**src/rtl/ped_signal_ctrl.sv**
```systemverilog
// Pedestrian crossing controller slaved to the vehicle lamps of a traffic light.
// Optional push-button debouncer is compiled in when PED_DEBOUNCE_EN is defined.
module ped_signal_ctrl #(
    parameter int WALK_CYCLES     = 6,
    parameter int FLASH_CYCLES    = 4,
    parameter int DEBOUNCE_CYCLES = 3
) (
    input  logic       clk,
    input  logic       rst,
    input  logic       ped_btn,
    input  logic       Red,
    input  logic       Yellow,
    input  logic       Green,
    output logic       Walk,
    output logic       DontWalk,
    output logic       req_pending,
    output logic       fault,
    output logic [3:0] walk_count
);
    typedef enum logic [2:0] {
        S_IDLE  = 3'd0,
        S_ARMED = 3'd1,
        S_WALK  = 3'd2,
        S_FLASH = 3'd3,
        S_FAULT = 3'd4
    } state_t;

    function automatic logic is_onehot3(input logic [2:0] v);
        case (v)
            3'b100, 3'b010, 3'b001: is_onehot3 = 1'b1;
            default:                is_onehot3 = 1'b0;
        endcase
    endfunction

    state_t     state_r;
    logic       sync1_r;
    logic       sync2_r;
    logic       btn_prev_r;
    logic       red_q_r;
    logic       fault_ok_r;
    logic       walk_r;
    logic       dont_walk_r;
    logic       req_pending_r;
    logic       fault_r;
    logic [3:0] walk_count_r;
    logic       btn_lvl_s;
    logic       press_s;
    logic       red_rise_s;
    logic       lamps_ok_s;

`ifdef PED_DEBOUNCE_EN
    logic       db_lvl_r;
    logic [3:0] db_cnt_r;

    // Debouncer: adopt the synchronised level once it has differed for DEBOUNCE_CYCLES cycles.
    always_ff @(posedge clk) begin
        if (rst) begin
            db_lvl_r <= 1'b0;
            db_cnt_r <= 4'd0;
        end else if (sync2_r == db_lvl_r) begin
            db_cnt_r <= 4'd0;
        end else if (db_cnt_r == 4'(DEBOUNCE_CYCLES - 1)) begin
            db_lvl_r <= sync2_r;
            db_cnt_r <= 4'd0;
        end else begin
            db_cnt_r <= db_cnt_r + 4'd1;
        end
    end

    assign btn_lvl_s = db_lvl_r;
`else
    assign btn_lvl_s = sync2_r;
`endif

    assign press_s    = btn_lvl_s & ~btn_prev_r;
    assign red_rise_s = Red & ~red_q_r;
    assign lamps_ok_s = is_onehot3({Red, Yellow, Green});

    // Input conditioning: button synchroniser, edge history and Red history.
    always_ff @(posedge clk) begin
        if (rst) begin
            sync1_r    <= 1'b0;
            sync2_r    <= 1'b0;
            btn_prev_r <= 1'b0;
            red_q_r    <= 1'b0;
        end else begin
            sync1_r    <= ped_btn;
            sync2_r    <= sync1_r;
            btn_prev_r <= btn_lvl_s;
            red_q_r    <= Red;
        end
    end

    // Crossing FSM with registered lamp, request and count outputs.
    always_ff @(posedge clk) begin
        if (rst) begin
            state_r       <= S_IDLE;
            walk_r        <= 1'b0;
            dont_walk_r   <= 1'b1;
            req_pending_r <= 1'b0;
            fault_r       <= 1'b0;
            fault_ok_r    <= 1'b0;
            walk_count_r  <= 4'd0;
        end else if (!lamps_ok_s) begin
            state_r       <= S_FAULT;
            walk_r        <= 1'b0;
            dont_walk_r   <= (state_r == S_FAULT) ? ~dont_walk_r : 1'b1;
            req_pending_r <= 1'b0;
            fault_r       <= 1'b1;
            fault_ok_r    <= 1'b0;
            walk_count_r  <= 4'd0;
        end else begin
            // Idle lamp pattern unless the current state overrides it below.
            state_r       <= state_r;
            walk_r        <= 1'b0;
            dont_walk_r   <= 1'b1;
            req_pending_r <= req_pending_r | press_s;
            fault_r       <= 1'b0;
            fault_ok_r    <= 1'b0;
            walk_count_r  <= 4'd0;
            case (state_r)
                S_IDLE: begin
                    if (req_pending_r) begin
                        state_r <= S_ARMED;
                    end
                end
                S_ARMED: begin
                    if (red_rise_s) begin
                        state_r       <= S_WALK;
                        walk_r        <= 1'b1;
                        dont_walk_r   <= 1'b0;
                        req_pending_r <= 1'b0;
                        walk_count_r  <= 4'(WALK_CYCLES - 1);
                    end
                end
                S_WALK: begin
                    if (!Red) begin
                        state_r <= S_IDLE;
                    end else if (walk_count_r == 4'd0) begin
                        state_r      <= S_FLASH;
                        walk_count_r <= 4'(FLASH_CYCLES - 1);
                    end else begin
                        walk_r       <= 1'b1;
                        dont_walk_r  <= 1'b0;
                        walk_count_r <= walk_count_r - 4'd1;
                    end
                end
                S_FLASH: begin
                    if (!Red || (walk_count_r == 4'd0)) begin
                        state_r <= S_IDLE;
                    end else begin
                        dont_walk_r  <= ~dont_walk_r;
                        walk_count_r <= walk_count_r - 4'd1;
                    end
                end
                S_FAULT: begin
                    req_pending_r <= 1'b0;
                    if (fault_ok_r) begin
                        state_r <= S_IDLE;
                    end else begin
                        fault_r     <= 1'b1;
                        fault_ok_r  <= 1'b1;
                        dont_walk_r <= ~dont_walk_r;
                    end
                end
                default: begin
                    state_r <= S_IDLE;
                end
            endcase
        end
    end

    assign Walk        = walk_r;
    assign DontWalk    = dont_walk_r;
    assign req_pending = req_pending_r;
    assign fault       = fault_r;
    assign walk_count  = walk_count_r;
endmodule

```
**config.mk**
```make
export PLATFORM = sky130hd
export DESIGN_NAME = ped_signal_ctrl
export DESIGN_NICKNAME = d
export VERILOG_FILES = /design/src/rtl/ped_signal_ctrl.sv
export SDC_FILE = /design/constraint.sdc
export NUM_CORES = 1
export LEC_CHECK = 0
export BUFFER_PORTS_ARGS = -buffer_cell sky130_fd_sc_hd__buf_2
export CAP_MARGIN = 20
export CORE_UTILIZATION = 56
export CTS_CLUSTER_DIAMETER = 30
export DETAILED_ROUTE_END_ITERATION = 12
export GPL_TIMING_DRIVEN = 0
export PLACE_DENSITY = 0.8
export SLEW_MARGIN = 20
export SYNTH_ARGS = -nofsm -noshare
export SYNTH_HDL_FRONTEND = slang
export SYNTH_SLANG_ARGS = --single-unit
```
**constraint.sdc**
```tcl
create_clock -name clk -period 2.5 [get_ports clk]
set_clock_uncertainty 0.1 [all_clocks]
set_input_delay 0.375 -clock clk [delete_from_list [all_inputs] [get_ports clk]]
set_output_delay 0.375 -clock clk [all_outputs]
set_load 0.01 [all_outputs]
```
==> impl_metrics.yaml <==
floorplan:
  placementRows: 13
  core-area_um2: 1285
  initial_core_util_pct: 60.08
  die_w_um: 39.13
  chipHeight_um: 39.13
  io_pins: 14
  die_area_um2: 1531
worst_setup_path:
  cpPeakStageDelay_ns: 0.39
  cp_max_fo: 5
  cp_slowest_cell: "dfxtp_1"
  crit_required_ns: 2.63
  crit_path_start_kind: "flip-flop"
  crit_arrival_ns: 1.83
  worst-setup-path-type: "reg2reg"
  path_cells: "inv_1 -> ha_1 -> nor3b_2 -> or3_4 -> o311a_2 -> a211oi_2"
  worst_setup_path_end_kind: "flip-flop"
timing:
  fin_crit_ns: 1.705
  max_freq_mhz: 586.7
  rsz0062_at_grt: "false"
  fin_setup_tns_ns: 0
  post-route-period-util_pct: 68.18
  setup_viol: 0
  hold_viol_final: 0
  tightest_slew_ns: 0.3630
  slew_headroom_pct: 75.69
  slew_violations: 0
clock_tree:
  post-cts-setup-buffers: 0
  numCtsBuffers: 3
  clock_sinks: 16
  post_cts_resized: 0
  htree_levels: 1
  clock_path_buffers: 2
  cts_root_buf: "clkbuf_4"
  clk_pin_slew_ns: 0.10
  clk_latency_ns: 0.30
  cts_tree: "built"
  postCtsHoldBufs: 0
global_routing:
  gr-usage-all-layers_pct: 24.13
  grt_max_degree: 11
  overflow: 0
  antenna_found_initial: 0
  grt_pass1_wl_um: 2387
  grt_pass1_vias: 554
yosys:
  ys_ff_latch: 16
  yosysWarnings: 0
  synth_edf_count: 0
  syn_inst: 81
  synth.distinct_cells: 36
  synth_ff_type: "dfxtp_1"
  synthesis.area_um2: 772.0
  synth_nets: 89
  seq_area_frac_synth_pct: 41.49
  synthArstFlopShare_pct: 0
  syn_avg_cell_area_um2: 9.531
finish:
  fillerInstances: 100
  syn2layout_area_growth_pct: 15.56
  fin_nets: 107
  design_area_um2: 892.1
  layout_common_cells: "dfxtp_1, buf_2, nor2b_1, nor2_1, inv_1"
  final_common_cell: "dfxtp_1"
  antennaDiodeCount: 0
  drive_gt1_share_pct: 28.57
worst_hold_path:
  hold_class: "in2reg"
pwr:
  power_uw: 499.2
  p_leak_uw: 0.0003552
  irDropWorstVdd_uv: 382.1
  pwr_density_cell_nw_per_um2: 559.6
place:
  globalplace.congestion: 0.8656
  placed_cell_area_um2: 855.8
  io_buffers: 13
  hpwl_um: 1106
drt:
  first_iter_violations: 32
  postRouteAntennaNets: 0
  routedWlPerCell_um: 14.39
  drt-vias-per-instance: 5.956
  first_pass_iters: 4
  routed_wirelength_um: 1626
  vias: 673
  drc: 0
status:
  run_status: "finished clean"
run:
  drv_cap: 0
[registers in the layout (all words and copies together) (netlist names)]
register and flops:
DontWalk 1, Walk 1, btn_lvl_s 1, btn_prev_r 1
fault 1, fault_ok_r 1, red_q_r 1, req_pending 1
state_r 3, sync1_r 1, walk_count 4
[area by class of cell]
cell class	instances	area [um^2]	share of cell area, %
Tap cell	15	18.77	2.104
Buffer	3	27.53	3.086
Sequential cell	16	320.3	35.90
Clock buffer	4	36.28	4.067
Timing Repair Buffer	13	65.06	7.293
Inverter	5	18.77	2.104
Multi-Input combinational cell	57	405.4	45.44
[cells in the mapped netlist, drive strengths merged, types with 2 or more instances]
cell type	n	area (um^2)
buf	2	22.52
dfxtp	16	320.3
ha	2	25.02
inv	5	18.77
nand2	5	21.27
nand2b	2	12.51
nand3	2	10.01
nor2	6	22.52
nor2b	8	50.05
nor3	4	20.02
nor4b	2	23.77
o21a	2	15.01
o21ai	4	20.02
xnor2	2	17.52
[critical path: cells and delay by family, from the launching register on]
| kind | cells | cell delay (ns) |
|---|---|---|
| AND/OR/NAND/NOR | 2 | 0.54 |
| flip-flops | 1 | 0.39 |
| AO/OA/AOI/OAI | 2 | 0.33 |
| buffers and inverters | 1 | 0.08 |
| adder cells (fa/ha/maj) | 1 | 0.18 |
[power breakdown]
group          internal, uW  leakage [uW]  total [uW]  switching (uW)
Sequential              263      0.000131         268            5.29
Combinational          22.4      0.000204        53.2            30.9
Clock                  88.8     0.0000210         178            88.9
[metrics by stage]
step                      util [%]  cells  hold slack [ns]  setup WS (ns)
after floorplan                  -     81           0.3138         0.8538
after global placement       66.60    109           0.3347         0.8071
after detailed placement     66.60    109           0.3414         0.8111
after CTS                    69.43    113           0.1893         0.7918
after global routing         69.43    113           0.1825         0.7006
final                        69.43    113           0.1967         0.7954
[kinds of logic after synthesis]
kind of cell,Yosys count,share of synthesized area (%)
AOI/OAI and AO/OA,18,18.80
adders and majority gates,2,3.241
DFF,16,41.49
xor gates and xnor gates,3,3.404
buffers and inverters,8,5.996
muxes,1,1.459
and+or+nand+nor,33,25.61
[layer usage]
| layer | share of wire, % | wire (um) | GRT usage (%) |
|---|---|---|---|
| met3 | 4.4 | 72 | 5.202 |
| met1 | 48 | 785 | 30.99 |
| met4 | 0.74 | 12 | 12.93 |
| met2 | 46 | 755 | 37.08 |
| met5 | 0 | 0 | 0 |
[path summary, 6_finish.rpt]
path,depth (start not counted),start,slack (ns),end
max reg2reg,6,walk_count[0]$_SDFF_PP0_,0.80,state_r[0]$_SDFFE_PP0P_
min,2,ped_btn,0.20,sync1_r$_SDFF_PP0_
min reg2reg,1,sync1_r$_SDFF_PP0_,0.37,btn_lvl_s$_SDFF_PP0_
max,6,walk_count[0]$_SDFF_PP0_,0.80,state_r[0]$_SDFFE_PP0P_
Note: power is estimated with default switching activity, not from simulation.
